==> src/rtl/i2c_switch_cfg_slave.sv <==
// I2C slave that holds the 12-bit downstream switch-enable mask.
// Writes land in a shadow register and commit atomically at STOP; reads return the committed mask.
module i2c_switch_cfg_slave #(
    parameter logic [6:0]  SLV_ADDR    = 7'h70,
    parameter logic [11:0] DEFAULT_EN  = 12'h000,
    parameter int unsigned SYNC_STAGES = 2
) (
    input  logic        clk,
    input  logic        rst,
    input  logic        scl_in,
    input  logic        sda_in,
    output logic        sda_oen,
    output logic [11:0] switch_en,
    output logic        cfg_update,
    output logic        busy
);

    localparam int unsigned NSync = (SYNC_STAGES < 2) ? 2 : SYNC_STAGES;

    typedef enum logic [2:0] {
        StIdle, StAddr, StAddrAck, StWrData, StWrAck, StRdData, StRdAck, StIgnore
    } state_e;

    logic [NSync-1:0] scl_sync_q, sda_sync_q;
    logic             scl_d1_q, sda_d1_q;
    logic             scl_s, sda_s;
    logic             scl_rise, scl_fall, start_det, stop_det;

    state_e      state_q;
    logic [3:0]  bit_cnt_q;
    logic [6:0]  shift_q;
    logic [7:0]  tx_q;
    logic [1:0]  byte_idx_q;
    logic [11:0] shadow_q;
    logic [11:0] switch_en_q;
    logic        wr_pend_q, rw_q, phase_q;
    logic        sda_oen_q, cfg_update_q, busy_q;

    logic [1:0]  nxt_idx;
    logic [7:0]  rd_cur, rd_nxt;

    function automatic logic [7:0] rd_byte(input logic [1:0] idx, input logic [11:0] en);
        case (idx)
            2'd0:    return en[7:0];
            2'd1:    return {4'h0, en[11:8]};
            default: return 8'hFF;
        endcase
    endfunction

    always_ff @(posedge clk or negedge rst) begin
        if (!rst) begin
            scl_sync_q <= '1;
            sda_sync_q <= '1;
            scl_d1_q   <= 1'b1;
            sda_d1_q   <= 1'b1;
        end else begin
            scl_sync_q <= {scl_sync_q[NSync-2:0], scl_in};
            sda_sync_q <= {sda_sync_q[NSync-2:0], sda_in};
            scl_d1_q   <= scl_sync_q[NSync-1];
            sda_d1_q   <= sda_sync_q[NSync-1];
        end
    end

    assign scl_s     = scl_sync_q[NSync-1];
    assign sda_s     = sda_sync_q[NSync-1];
    assign scl_rise  = scl_s & ~scl_d1_q;
    assign scl_fall  = ~scl_s & scl_d1_q;
    assign start_det = scl_s & sda_d1_q & ~sda_s;
    assign stop_det  = scl_s & ~sda_d1_q & sda_s;

    assign nxt_idx = (byte_idx_q == 2'd2) ? 2'd2 : byte_idx_q + 2'd1;
    assign rd_cur  = rd_byte(byte_idx_q, switch_en_q);
    assign rd_nxt  = rd_byte(nxt_idx, switch_en_q);

    // phase_q marks the second half of an ACK slot (ACK driven / master ACK seen).
    always_ff @(posedge clk or negedge rst) begin
        if (!rst) begin
            state_q      <= StIdle;
            bit_cnt_q    <= 4'd0;
            shift_q      <= 7'd0;
            tx_q         <= 8'hFF;
            byte_idx_q   <= 2'd0;
            shadow_q     <= DEFAULT_EN;
            switch_en_q  <= DEFAULT_EN;
            wr_pend_q    <= 1'b0;
            rw_q         <= 1'b0;
            phase_q      <= 1'b0;
            sda_oen_q    <= 1'b1;
            cfg_update_q <= 1'b0;
            busy_q       <= 1'b0;
        end else begin
            cfg_update_q <= 1'b0;
            if (start_det) begin
                state_q   <= StAddr;
                bit_cnt_q <= 4'd0;
                phase_q   <= 1'b0;
                sda_oen_q <= 1'b1;
                busy_q    <= 1'b0;
            end else if (stop_det) begin
                state_q   <= StIdle;
                phase_q   <= 1'b0;
                sda_oen_q <= 1'b1;
                busy_q    <= 1'b0;
                if (wr_pend_q) begin
                    switch_en_q  <= shadow_q;
                    cfg_update_q <= 1'b1;
                    wr_pend_q    <= 1'b0;
                end
            end else begin
                case (state_q)
                    StAddr: begin
                        if (scl_rise) begin
                            shift_q   <= {shift_q[5:0], sda_s};
                            bit_cnt_q <= bit_cnt_q + 4'd1;
                            if (bit_cnt_q == 4'd7) begin
                                phase_q <= 1'b0;
                                if (shift_q == SLV_ADDR) begin
                                    state_q    <= StAddrAck;
                                    busy_q     <= 1'b1;
                                    byte_idx_q <= 2'd0;
                                    rw_q       <= sda_s;
                                end else begin
                                    state_q <= StIgnore;
                                end
                            end
                        end
                    end
                    StAddrAck: begin
                        if (scl_fall) begin
                            if (!phase_q) begin
                                sda_oen_q <= 1'b0;
                                phase_q   <= 1'b1;
                            end else begin
                                phase_q   <= 1'b0;
                                bit_cnt_q <= 4'd0;
                                if (rw_q) begin
                                    state_q   <= StRdData;
                                    sda_oen_q <= rd_cur[7];
                                    tx_q      <= {rd_cur[6:0], 1'b1};
                                end else begin
                                    state_q   <= StWrData;
                                    sda_oen_q <= 1'b1;
                                end
                            end
                        end
                    end
                    StWrData: begin
                        if (scl_rise) begin
                            shift_q   <= {shift_q[5:0], sda_s};
                            bit_cnt_q <= bit_cnt_q + 4'd1;
                            if (bit_cnt_q == 4'd7) begin
                                state_q <= StWrAck;
                                phase_q <= 1'b0;
                                if (byte_idx_q == 2'd0) begin
                                    shadow_q[7:0] <= {shift_q, sda_s};
                                end else if (byte_idx_q == 2'd1) begin
                                    shadow_q[11:8] <= {shift_q[2:0], sda_s};
                                    wr_pend_q      <= 1'b1;
                                end
                            end
                        end
                    end
                    StWrAck: begin
                        if (scl_fall) begin
                            if (!phase_q) begin
                                sda_oen_q <= (byte_idx_q == 2'd2);
                                phase_q   <= 1'b1;
                            end else begin
                                sda_oen_q  <= 1'b1;
                                phase_q    <= 1'b0;
                                bit_cnt_q  <= 4'd0;
                                byte_idx_q <= nxt_idx;
                                state_q    <= StWrData;
                            end
                        end
                    end
                    StRdData: begin
                        if (scl_rise) begin
                            bit_cnt_q <= bit_cnt_q + 4'd1;
                        end else if (scl_fall) begin
                            if (bit_cnt_q == 4'd8) begin
                                sda_oen_q <= 1'b1;
                                phase_q   <= 1'b0;
                                state_q   <= StRdAck;
                            end else begin
                                sda_oen_q <= tx_q[7];
                                tx_q      <= {tx_q[6:0], 1'b1};
                            end
                        end
                    end
                    StRdAck: begin
                        if (scl_rise) begin
                            if (sda_s) begin
                                state_q <= StIgnore;
                            end else begin
                                phase_q <= 1'b1;
                            end
                        end else if (scl_fall && phase_q) begin
                            phase_q    <= 1'b0;
                            bit_cnt_q  <= 4'd0;
                            byte_idx_q <= nxt_idx;
                            sda_oen_q  <= rd_nxt[7];
                            tx_q       <= {rd_nxt[6:0], 1'b1};
                            state_q    <= StRdData;
                        end
                    end
                    StIgnore: begin
                        sda_oen_q <= 1'b1;
                    end
                    default: begin
                        state_q <= StIdle;
                    end
                endcase
            end
        end
    end

    assign sda_oen    = sda_oen_q;
    assign switch_en  = switch_en_q;
    assign cfg_update = cfg_update_q;
    assign busy       = busy_q;

endmodule
==> config.mk <==
export PLATFORM = sky130hd
export DESIGN_NAME = i2c_switch_cfg_slave
export DESIGN_NICKNAME = d
export VERILOG_FILES = /design/src/rtl/i2c_switch_cfg_slave.sv
export SDC_FILE = /design/constraint.sdc
export NUM_CORES = 1
export LEC_CHECK = 0
export BUFFER_PORTS_ARGS = -buffer_cell sky130_fd_sc_hd__buf_4
export CAP_MARGIN = 10
export CORE_AREA = 10 10 99 101
export DETAILED_ROUTE_END_ITERATION = 10
export DIE_AREA = 0 0 109 111
export HOLD_SLACK_MARGIN = 0.02
export PLACE_DENSITY = 0.59
export SYNTH_ARGS = -nofsm -noshare
export SYNTH_HDL_FRONTEND = slang
export SYNTH_SLANG_ARGS = --single-unit
==> constraint.sdc <==
create_clock -name clk -period 1.8 [get_ports clk]
set_input_delay 0.36 -clock clk [delete_from_list [all_inputs] [get_ports clk]]
set_output_delay 0.36 -clock clk [all_outputs]
set_load 0.05 [all_outputs]
* Word-level counts from Yosys, hierarchy flattened *
Cells that the tools add are included.

storage, ports and cells
  register bits = 60
  latch bits = 0
  RAM bits = 0
  bits in read-only memories = 0
  input bits = 4
  output and inout bits = 15
  logic and storage cells = 206
  memories kept = 0

operators by class
  add/subtract/negate cells = 2
  $mul = 0
  div/mod/pow operators = 0
  order comparisons = 0
  equal/unequal tests = 53
  shifts and indexed selects = 0
  multiplexer cells = 88
  bitwise operators = 13
  reduce and logical (&&, ||, !) cells = 32

operator list
  kind                  count
  $mux W8               8
  $mux W3               18
  $ne A4 B4 Y1 const B  13
  $mux W1               39
  $pmux W8 S2           2
  $ne A2 B2 Y1 const B  15
  $mux W4               7
  $pmux W8 S3           1
  $pmux W3 S7           1
  $reduce_and A7 Y1     3
  $reduce_and A6 Y1     3
  $reduce_bool A3 Y1    6
  $mux W2               8
  $ne A5 B5 Y1 const B  3
  $reduce_and A14 Y1    1
  $eq A3 B3 Y1 const B  4
  $ne A4 B1 Y1 const B  3
  $pmux W4 S3           1
  $reduce_and A11 Y1    1
  $reduce_and A10 Y1    1
  $ne A3 B1 Y1 const B  3
  $ne A3 B3 Y1 const B  3
  $reduce_and A9 Y1     1
  $reduce_and A4 Y1     2
  other kinds (23)      41

* Logic depth before layout (Yosys ltp) *
Gate-level depths: netlist (run 1).

  depth after elaboration = 9
  depth in mapped cells = 8
  depth with buffers taken out = 7

* Least setup slack after synthesis (run 1) *
No wires, ideal clock.

  path kind = register to register
  from = register scl_sync_q[1]
  to = register shadow_q[10]
  library setup time = 0.128 ns
  data arrival time = 1.764 ns
  data required time = 1.672 ns
  setup slack = -0.092 ns
  stages on the path, launching flop included = 7
  path buffers = 2
  period minus slack after synthesis = 1.892 ns
  path through = dfstp_2 -> nor2b_1 -> buf_2 -> nand3_4 -> or3_1 -> buf_2 -> mux2_1

on the way
  word-level cells in the longest chain between the ends = 4
  elaborated cells between the ends (all ways) = 8

RTL lines
  element                                                RTL line  source
  start: declaration                                     24        logic [NSync-1:0] scl_sync_q, sda_sync_q;
  start signal: assignment                               57        scl_sync_q <= {scl_sync_q[NSync-2:0], scl_in};
  $and A1 B1 Y1, on equally long branches (2 in series)  69, 68
  $not A1 Y1 (no source line)                            -
  $reduce_and A7 Y1 (no source line) *                   -
  end signal: assignment                                 157       shadow_q[11:8] <= {shift_q[2:0], sda_s};
  end: declaration                                       34        logic [11:0] shadow_q;

Every way passes the cells marked *; elsewhere a longest branch is shown, timed or not.
A chain may end at the register's enable or synchronous reset.

* Worst setup path after layout (run 1) *
  from = register bit_cnt_q[0]
  to = register phase_q

on the way
  word-level cells in the longest chain between the ends = 3
  elaborated cells between the ends (all ways) = 5

RTL lines
  element                                                        RTL line       source
  start: declaration                                             30             logic [3:0] bit_cnt_q;
  start signal: assignment                                       114            bit_cnt_q <= bit_cnt_q + 4'd1;
  start signal: assignment                                       150            bit_cnt_q <= bit_cnt_q + 4'd1;
  start signal: assignment                                       179            bit_cnt_q <= bit_cnt_q + 4'd1;
  $eq A4 B3 Y1 or $eq A4 B4 Y1 (tied branches)                   115, 151, 181
  $ne A4 B1 Y1 (no source line) or $ne A4 B4 Y1 (tied branches)  -
  $reduce_and A9 Y1 (no source line) *                           -
  end signal: assignment                                         116            phase_q <= 1'b0;
  end signal: assignment                                         153            phase_q <= 1'b0;
  end signal: assignment                                         167            phase_q <= 1'b1;
  end: declaration                                               36             logic wr_pend_q, rw_q, phase_q;

Marks and branches as above.

==> results.tsv, run 1 <==
metric	value	unit
max-cap viol count	0	
fin crit share	1.09	
GRT Total Usage	0.147	
Setup-failing EPs final	14	
Residual DRC	0	
CTS Buffer Depth	2	
Initial DRC Count	149	
largest net degree at the start of global routing	35	
setup clock skew after layout	0.0112	ns
PD cells	1190	nW/um^2
starting density of the core	0.418	
top post-synthesis cells by area	dfrtp_1 34%, dfstp_2 11%, mux2_4 7.7%, nand2_1 5.6%, a21oi_1 3.2%	
Hold Path End	sda_sync_q[0]	
worst-skew pair later-pin latency	0.34	ns
synthesized flop and latch total	59	
WP data arrival	2.22	ns
Mapped Cells	333	
R2R depth	7	
FF-to-FF End	phase_q	
Slew HR	0.711	
setup ws final	-0.156	ns
first-pass iteration count of the detailed router	4	
vias in the first global route	2797	
die extent in y	111	um
Hold Worst Slack	0.126	ns
Post-Syn Area	3330	sq um
Int Power	3.30	mW
Combinational Power Share	0.450	
violated checks	setup timing	
Unique masters post-synth	63	
status	complete, but fails checks	
die area	12100	sq um
Avg Cell Area, Syn	10.0	sq um
sequential share of the synthesized area	0.448	
number of buffers created by CTS	9	
clock share of power	0.216	
Via density	5.25	
first-pass GRT wire length	14400	um
syn_nets	343	
post-detail-place hpwl	6400	um
Post-synth ARST share	1.00	
yosys warns	0	
unrepaired setup endpoints after global routing	true	
Net Sw Power	1.93	mW
r2r startpoint	bit_cnt_q[0]	
placer congestion estimate	0.851	
Non-Filler Cell Area, Final	4390	sq um
CORE AREA	7970	sq um
Post-layout nets	427	
Max Fanout on Critical Path	3	
Min-Delay Startpoint	sda_in	
via count	2767	
fmax	0.511	GHz
Seq pwr share	0.335	
R2R Setup Slk	-0.16	ns
H-tree Lvls	3	
post-route ant nets	0	
Worst Hold Class	primary input to register	
Worst setup EP type	register	
Sw Share	0.369	
Antenna Cells	0	
Worst setup SP type	register	
P&R area growth vs syn	31.7	%
Hold Path Depth	1	
final-report max-slew violation count	0	
# clock sinks	59	
antenna violations before repair	0	
commonest non-fill, non-tap cell in the layout	buf_4	
Setup CP Type	register to register	
Post-Route WL	8570	um
Synth top area share	0.338	
maximum vdd drop	0.000585	V
Congestion Overflow GR	0	
Critical Path RT	2.06	ns
Final Total Pwr	5.23	mW
Post-synth EDFFs	0	
Fin. Hold Viols	0	
Placed Area	4020	sq um
wire length per cell	16.3	um
most frequent cells in the layout	89 x buf_4, 50 x nand2_1, 44 x dfrtp_1, 21 x a21oi_1	
CTS clock-pin slew for the worst setup and hold paths	0.07	ns
number of port buffers	18	
CTS tree	done	
ratio of cells with drive above 1 in the final layout	0.419	
Slew @ Worst Pin	0.433	ns
Synth Flop Type	dfrtp_1	
cell accounting for the most synthesized area	dfrtp_1	
die width	109	um
root buf cell	clkbuf_8	
Final min period	1.96	ns
site row count	33	
Static Leak	2.07	nW
Top Ports	19	
-- registers in the layout, summed over array words and instances (netlist names), 2 cells and up --
| register | flops |
|---|---|
| bit_cnt_q | 4 |
| state_q | 3 |
| scl_sync_q | 2 |
| sda_sync_q | 2 |
| byte_idx_q | 2 |
| switch_en | 12 |
| shadow_q | 12 |
| tx_q | 7 |
| shift_q | 7 |
-- worst max-delay path by stage --
stage                              from     endpoint  slack (ns)  cells past startpoint
after floorplan           scl_sync_q[1]  shadow_q[0]       -0.01                      6
after global placement     bit_cnt_q[0]      tx_q[4]       -0.14                      7
after detailed placement   bit_cnt_q[0]      tx_q[4]       -0.20                      7
after CTS                  bit_cnt_q[0]      phase_q       -0.14                      7
after global routing       bit_cnt_q[0]      phase_q       -0.23                      7
final                      bit_cnt_q[0]      phase_q       -0.16                      7
-- critical path, stage by stage, from the launching register on --
cell	delay (ns)
dfrtp_1	0.40
inv_2	0.06
ha_2	0.15
nand3b_1	0.15
a32o_2	0.32
a21o_1	0.17
or4_1	0.49
a21oi_1	0.13
-- power by group through the flow --
stage,Clock [mW],Sequential (mW),Combinational [mW]
finish,1.13,1.75,2.35
CTS,1.16,1.74,2.29
global route,1.21,1.78,2.60
global placement,0,1.75,2.19
floorplan,0,1.76,1.37
detailed placement,0,1.76,2.21
-- per-stage QoR --
step,worst slack [ns],setup TNS [ns],util,std cells
floorplan,-0.00966,-0.0889,-,333
global placement,-0.144,-2.00,0.504,503
detailed placement,-0.201,-2.56,0.504,503
CTS,-0.143,-1.31,0.538,524
global route,-0.234,-2.58,0.550,527
finish,-0.156,-1.15,0.550,527
-- what timing repair did --
| item | CTS | global route |
|---|---|---|
| hold buffers | 1 | 0 |
| setup buffers | 4 | 3 |
| endpoints found under the setup margin | 33 | 36 |
| resized for setup | 12 | 18 |
| pin swaps | 5 | 8 |
| endpoints found under the hold margin | 24 | 0 |
-- layer usage --
layer | track usage | part of all wire | up-vias
li1 | - | - | 1383
met1 | 0.203 | 0.48 | 1336
met2 | 0.224 | 0.48 | 39
met3 | 0.0279 | 0.030 | 9
met4 | 0.0510 | 0.012 | 0
met5 | 0 | 0 | -
-- cells in the mapped netlist (4+ instances only) --
library cell,n
o211ai_1,6
buf_6,4
dfstp_2,14
nor2_1,19
ha_1,6
a21oi_1,21
nand2_1,50
nor3_1,4
nor2b_1,6
o2bb2ai_1,6
a22o_1,5
mux2_4,17
o21ai_0,13
dfrtp_1,45
buf_2,7
inv_1,11
clkbuf_1,9
nand3_1,6
o22ai_1,6
nand2b_1,5
mux2_2,7
-- layout make-up --
class	count	area (sq um)
Fill cell	704	3580
Multi-Input combinational cell	240	1760
Sequential cell	59	1500
Timing Repair Buffer	96	772
Tap cell	105	131
Clock buffer	9	124
Clock inverter	7	57.6
Inverter	11	45.0
-- cells by family (layout without fill, tap and decap cells) --
group | count (synthesis) | in the layout | share of synthesized area
fa+ha+maj | 6 | 6 | 0.0225
mux | 28 | 28 | 0.113
buf+inv | 34 | 123 | 0.0533
flops | 59 | 59 | 0.448
simple gates | 113 | 113 | 0.168
xor+xnor | 2 | 2 | 0.00526
compound gates | 91 | 91 | 0.190
Power figures use the tool's default switching activity.
==> run 2: changes to the inputs <==
Settings changed: BUFFER_PORTS_ARGS -buffer_cell sky130_fd_sc_hd__buf_4 to unset, DONT_BUFFER_PORTS set to 1, PLACE_DENSITY 0.59 to 0.57.
==> results.tsv, run 2 (same netlist as run 1, synthesis figures left out) <==
metric	value	unit
status	complete, but fails checks	
violated checks	setup timing	
die extent in y	111	um
ratio of cells with drive above 1 in the final layout	0.422	
final-report max-slew violation count	0	
Post-Route WL	8820	um
first-pass iteration count of the detailed router	4	
FF-to-FF End	phase_q	
CTS Buffer Depth	2	
largest net degree at the start of global routing	60	
r2r startpoint	bit_cnt_q[0]	
Initial DRC Count	192	
root buf cell	clkbuf_8	
GRT Total Usage	0.149	
setup clock skew after layout	0.00746	ns
Setup-failing EPs final	14	
# clock sinks	59	
post-route ant nets	0	
maximum vdd drop	0.000627	V
number of buffers created by CTS	9	
Seq pwr share	0.318	
Antenna Cells	0	
clock share of power	0.244	
fin crit share	1.08	
CTS tree	done	
R2R Setup Slk	-0.15	ns
site row count	33	
number of port buffers	0	
placer congestion estimate	0.966	
commonest non-fill, non-tap cell in the layout	buf_4	
WP data arrival	2.23	ns
Max Fanout on Critical Path	3	
Net Sw Power	2.00	mW
Final min period	1.95	ns
Sw Share	0.354	
Top Ports	19	
Fin. Hold Viols	0	
crit path from	bit_cnt_q[0]	
Combinational Power Share	0.437	
Slew HR	0.678	
Critical Path End	phase_q	
dpl cells	496	
H-tree Lvls	3	
PD cells	1270	nW/um^2
most frequent cells in the layout	83 x buf_4, 50 x nand2_1, 44 x dfrtp_1, 19 x a21oi_1, 19 x mux2_4	
die area	12100	sq um
Post-layout nets	424	
Via density	5.36	
starting density of the core	0.418	
via count	2807	
worst-skew pair later-pin latency	0.35	ns
first-pass GRT wire length	14400	um
Final Total Pwr	5.64	mW
vias in the first global route	2815	
Congestion Overflow GR	0	
die width	109	um
Finished Layout Cells	524	
fmax	0.513	GHz
Int Power	3.65	mW
Residual DRC	0	
post-layout util	0.556	
Critical Path RT	2.08	ns
Worst setup SP type	register	
max-cap viol count	0	
CTS clock-pin slew for the worst setup and hold paths	0.08	ns
wire length per cell	16.8	um
Slew @ Worst Pin	0.483	ns
Static Leak	2.08	nW
R2R depth	7	
unrepaired setup endpoints after global routing	true	
setup ws final	-0.151	ns
post-detail-place hpwl	6380	um
CORE AREA	7970	sq um
P&R area growth vs syn	32.9	%
Setup CP Type	register to register	
antenna violations before repair	0	
Setup WS pre-CTS	-0.175	ns
Worst Hold Class	register to register	
Worst setup EP type	register	
-- run 2: cell count changes in the layout (fill, tap and decap cells not counted), moves of 2 or more --
cell,previous run,this run
clkinvlp_4,3,1
bufinv_16,0,2
buf_4,89,83
a21oi_2,0,2
buf_6,3,5
dlygate4sd3_1,1,3
buf_12,3,1
a21oi_1,21,19
-- run 2: power groups by stage --
stage          logic, mW  registers (mW)  clock network [mW]
2_1_floorplan       1.37            1.76                   0
3_3_place_gp        2.09            1.80                   0
3_5_place_dp        2.11            1.81                   0
6_report            2.47            1.80                1.38
5_1_grt             2.69            1.82                1.47
4_1_cts             2.25            1.79                1.41
-- run 2: repair_timing --
action,CTS,global route
resized for setup,18,21
hold endpoints to repair,61,0
setup endpoints to repair,26,31
hold buffers,4,0
cloned,0,0
buffers inserted,3,5
pin swaps,7,18
-- run 2: final cells by class --
| type | count | area (sq um) |
|---|---|---|
| clock buffer | 9 | 124 |
| clock inverter | 7 | 98.8 |
| fill | 687 | 3540 |
| inverter | 11 | 41.3 |
| multi-input combinational | 240 | 1780 |
| sequential | 59 | 1500 |
| tap | 105 | 131 |
| timing repair buffer | 93 | 757 |
-- run 2: routing by layer --
| layer | vias to the layer above | global-route usage | part of all wire |
|---|---|---|---|
| li1 | 1371 | - | - |
| met1 | 1344 | 0.209 | 0.47 |
| met2 | 79 | 0.217 | 0.46 |
| met3 | 13 | 0.0308 | 0.051 |
| met4 | 0 | 0.0580 | 0.018 |
| met5 | - | 0 | 0 |
-- run 2: how the worst min path moves through the flow --
stage | slack [ns] | start | depth (start not counted) | endpoint
2_1_floorplan | 0.06 | rst | 0 | bit_cnt_q[0]
3_5_place_dp | 0.07 | rst | 0 | switch_en[11]
6_report | 0.36 | scl_sync_q[0] | 0 | scl_sync_q[1]
4_1_cts | 0.36 | scl_sync_q[0] | 0 | scl_sync_q[1]
5_1_grt | 0.37 | scl_sync_q[0] | 0 | scl_sync_q[1]
3_3_place_gp | 0.07 | rst | 0 | shadow_q[3]
-- run 2: worst max-delay path, stage by stage, from the launching register on --
cell	delay, ns
dfrtp_1	0.40
inv_2	0.09
ha_4	0.13
nand3b_1	0.13
a32o_2	0.32
a21o_1	0.18
or4_4	0.52
a21oi_2	0.14
-- run 2: per-stage QoR --
step / instance area, sq um / TNS [ns] / hold WS (ns)
after floorplan: 3340 / -0.0889 / 0.0644
after global placement: 3950 / -2.08 / 0.0661
after detailed placement: 3950 / -2.74 / 0.0661
after CTS: 4320 / -0.820 / 0.358
after global routing: 4430 / -2.57 / 0.365
final: 4430 / -1.40 / 0.358
==> run 3: changes to the inputs <==
Settings changed: CORE_AREA 10 10 99 101 to 5 5 94 96, DIE_AREA 0 0 109 111 to 0 0 99 101, PLACE_DENSITY 0.57 to 0.55, REMOVE_ABC_BUFFERS set to 1.
Clock period 1.8 ns to 1.9 ns, I/O delays scaled along.
==> results.tsv, run 3 (same netlist as run 1, synthesis figures left out) <==
metric	value	unit
status	complete, but fails checks	
violated checks	setup timing	
die area	10000	sq um
number of port buffers	0	
Net Sw Power	1.90	mW
largest net degree at the start of global routing	60	
wire length per cell	16.8	um
Static Leak	1.99	nW
Non-Filler Cell Area, Final	4350	sq um
ratio of cells with drive above 1 in the final layout	0.403	
Antenna Cells	0	
site row count	33	
die width	99	um
clock share of power	0.212	
via count	2774	
first-pass GRT wire length	14300	um
Int Power	3.16	mW
CTS Buffer Depth	2	
fmax	0.508	GHz
Post-layout nets	414	
starting density of the core	0.418	
Top Ports	19	
Initial DRC Count	119	
Setup-failing EPs final	9	
Fin. Hold Viols	0	
Worst setup SP type	register	
antenna violations before repair	0	
final-report max-slew violation count	0	
placer congestion estimate	0.918	
post-route ant nets	0	
maximum vdd drop	0.000598	V
Worst Hold Class	register to register	
root buf cell	clkbuf_8	
first-pass iteration count of the detailed router	4	
Via density	5.40	
commonest non-fill, non-tap cell in the layout	buf_4	
CTS tree	done	
Residual DRC	0	
# clock sinks	59	
number of buffers created by CTS	9	
most frequent cells in the layout	72 x buf_4, 50 x nand2_1, 45 x dfrtp_1, 20 x a21oi_1, 18 x nor2_1	
unrepaired setup endpoints after global routing	true	
Slew HR	0.619	
Combinational Power Share	0.454	
CORE AREA	7970	sq um
post-layout util	0.546	
GRT Total Usage	0.182	
vias in the first global route	2738	
Sw Share	0.376	
H-tree Lvls	3	
P&R area growth vs syn	30.5	%
max-cap viol count	0	
fin crit share	1.04	
PD cells	1160	nW/um^2
Slew @ Worst Pin	0.571	ns
Congestion Overflow GR	0	
setup clock skew after layout	0.0121	ns
post-detail-place hpwl	5930	um
Critical Path RT	2.17	ns
Final min period	1.97	ns
Placed Area	3790	sq um
setup ws final	-0.0675	ns
WP data arrival	2.24	ns
Setup CP Type	register to register	
die extent in y	101	um
Seq pwr share	0.334	
Post-Route WL	8620	um
CTS clock-pin slew for the worst setup and hold paths	0.08	ns
Max Fanout on Critical Path	2	
worst-skew pair later-pin latency	0.33	ns
Worst setup EP type	register	
## run 3: metrics by stage
step                cells  hold WS (ns)  setup slack [ns]  power, mW  TNS [ns]
CTS                   504        0.0290           -0.0207       4.88   -0.0601
global route          514         0.369            -0.150       5.39     -1.28
global placement      473        0.0857           -0.0893       3.62    -0.682
detailed placement    473        0.0857            -0.119       3.62    -0.884
finish                514         0.360           -0.0675       5.06    -0.341
floorplan             310        0.0844            -0.360       2.86     -6.36
## run 3: worst max-delay path, cell delays in order, from the launching register on
cell     delay (ns)
dfrtp_1        0.39
inv_2          0.07
buf_4          0.13
buf_6          0.10
buf_4          0.12
buf_4          0.12
buf_4          0.13
buf_4          0.13
buf_4          0.12
buf_4          0.12
buf_4          0.12
buf_4          0.12
buf_4          0.12
o21ai_2        0.10
## run 3: final timing paths
path                                  to  slack [ns]     startpoint  cells past startpoint
min reg2reg                scl_sync_q[1]        0.36  scl_sync_q[0]                      0
min                        scl_sync_q[1]        0.36  scl_sync_q[0]                      0
min in group asynchronous    shadow_q[7]        0.56            rst                      2
max reg2reg                 bit_cnt_q[0]       -0.07   bit_cnt_q[0]                     13
max in group asynchronous       sda_d1_q        1.03            rst                      2
max                         bit_cnt_q[0]       -0.07   bit_cnt_q[0]                     13
## run 3: final cells by class
cell class / instances / area [sq um]
fillers: 728 / 3620
multi-input cells: 240 / 1800
flip-flops and latches: 59 / 1490
repair buffers: 83 / 694
well taps: 105 / 131
clock buffers: 9 / 124
clock inverters: 7 / 60.1
inverters: 11 / 45.0
## run 3: metal layers
layer | GRT usage | vias up | part of all wire
met1 | 0.264 | 1344 | 0.47
met5 | 0 | - | 0
met3 | 0.0415 | 12 | 0.047
met4 | 0.0515 | 0 | 0.016
li1 | - | 1349 | -
met2 | 0.274 | 69 | 0.47
## run 3: power by group through the flow
stage / Sequential (mW) / Combinational [mW] / Clock, mW
after CTS: 1.69 / 2.09 / 1.10
final: 1.69 / 2.30 / 1.07
after global routing: 1.71 / 2.50 / 1.17
after floorplan: 1.76 / 1.11 / 0
after global placement: 1.70 / 1.92 / 0
after detailed placement: 1.70 / 1.92 / 0
## run 3: what timing repair did
item,CTS,global route
hold buffers,3,1
pin swaps,8,8
resized for setup,14,27
setup endpoints to repair,19,29
hold endpoints to repair,60,1
buffers inserted,12,9
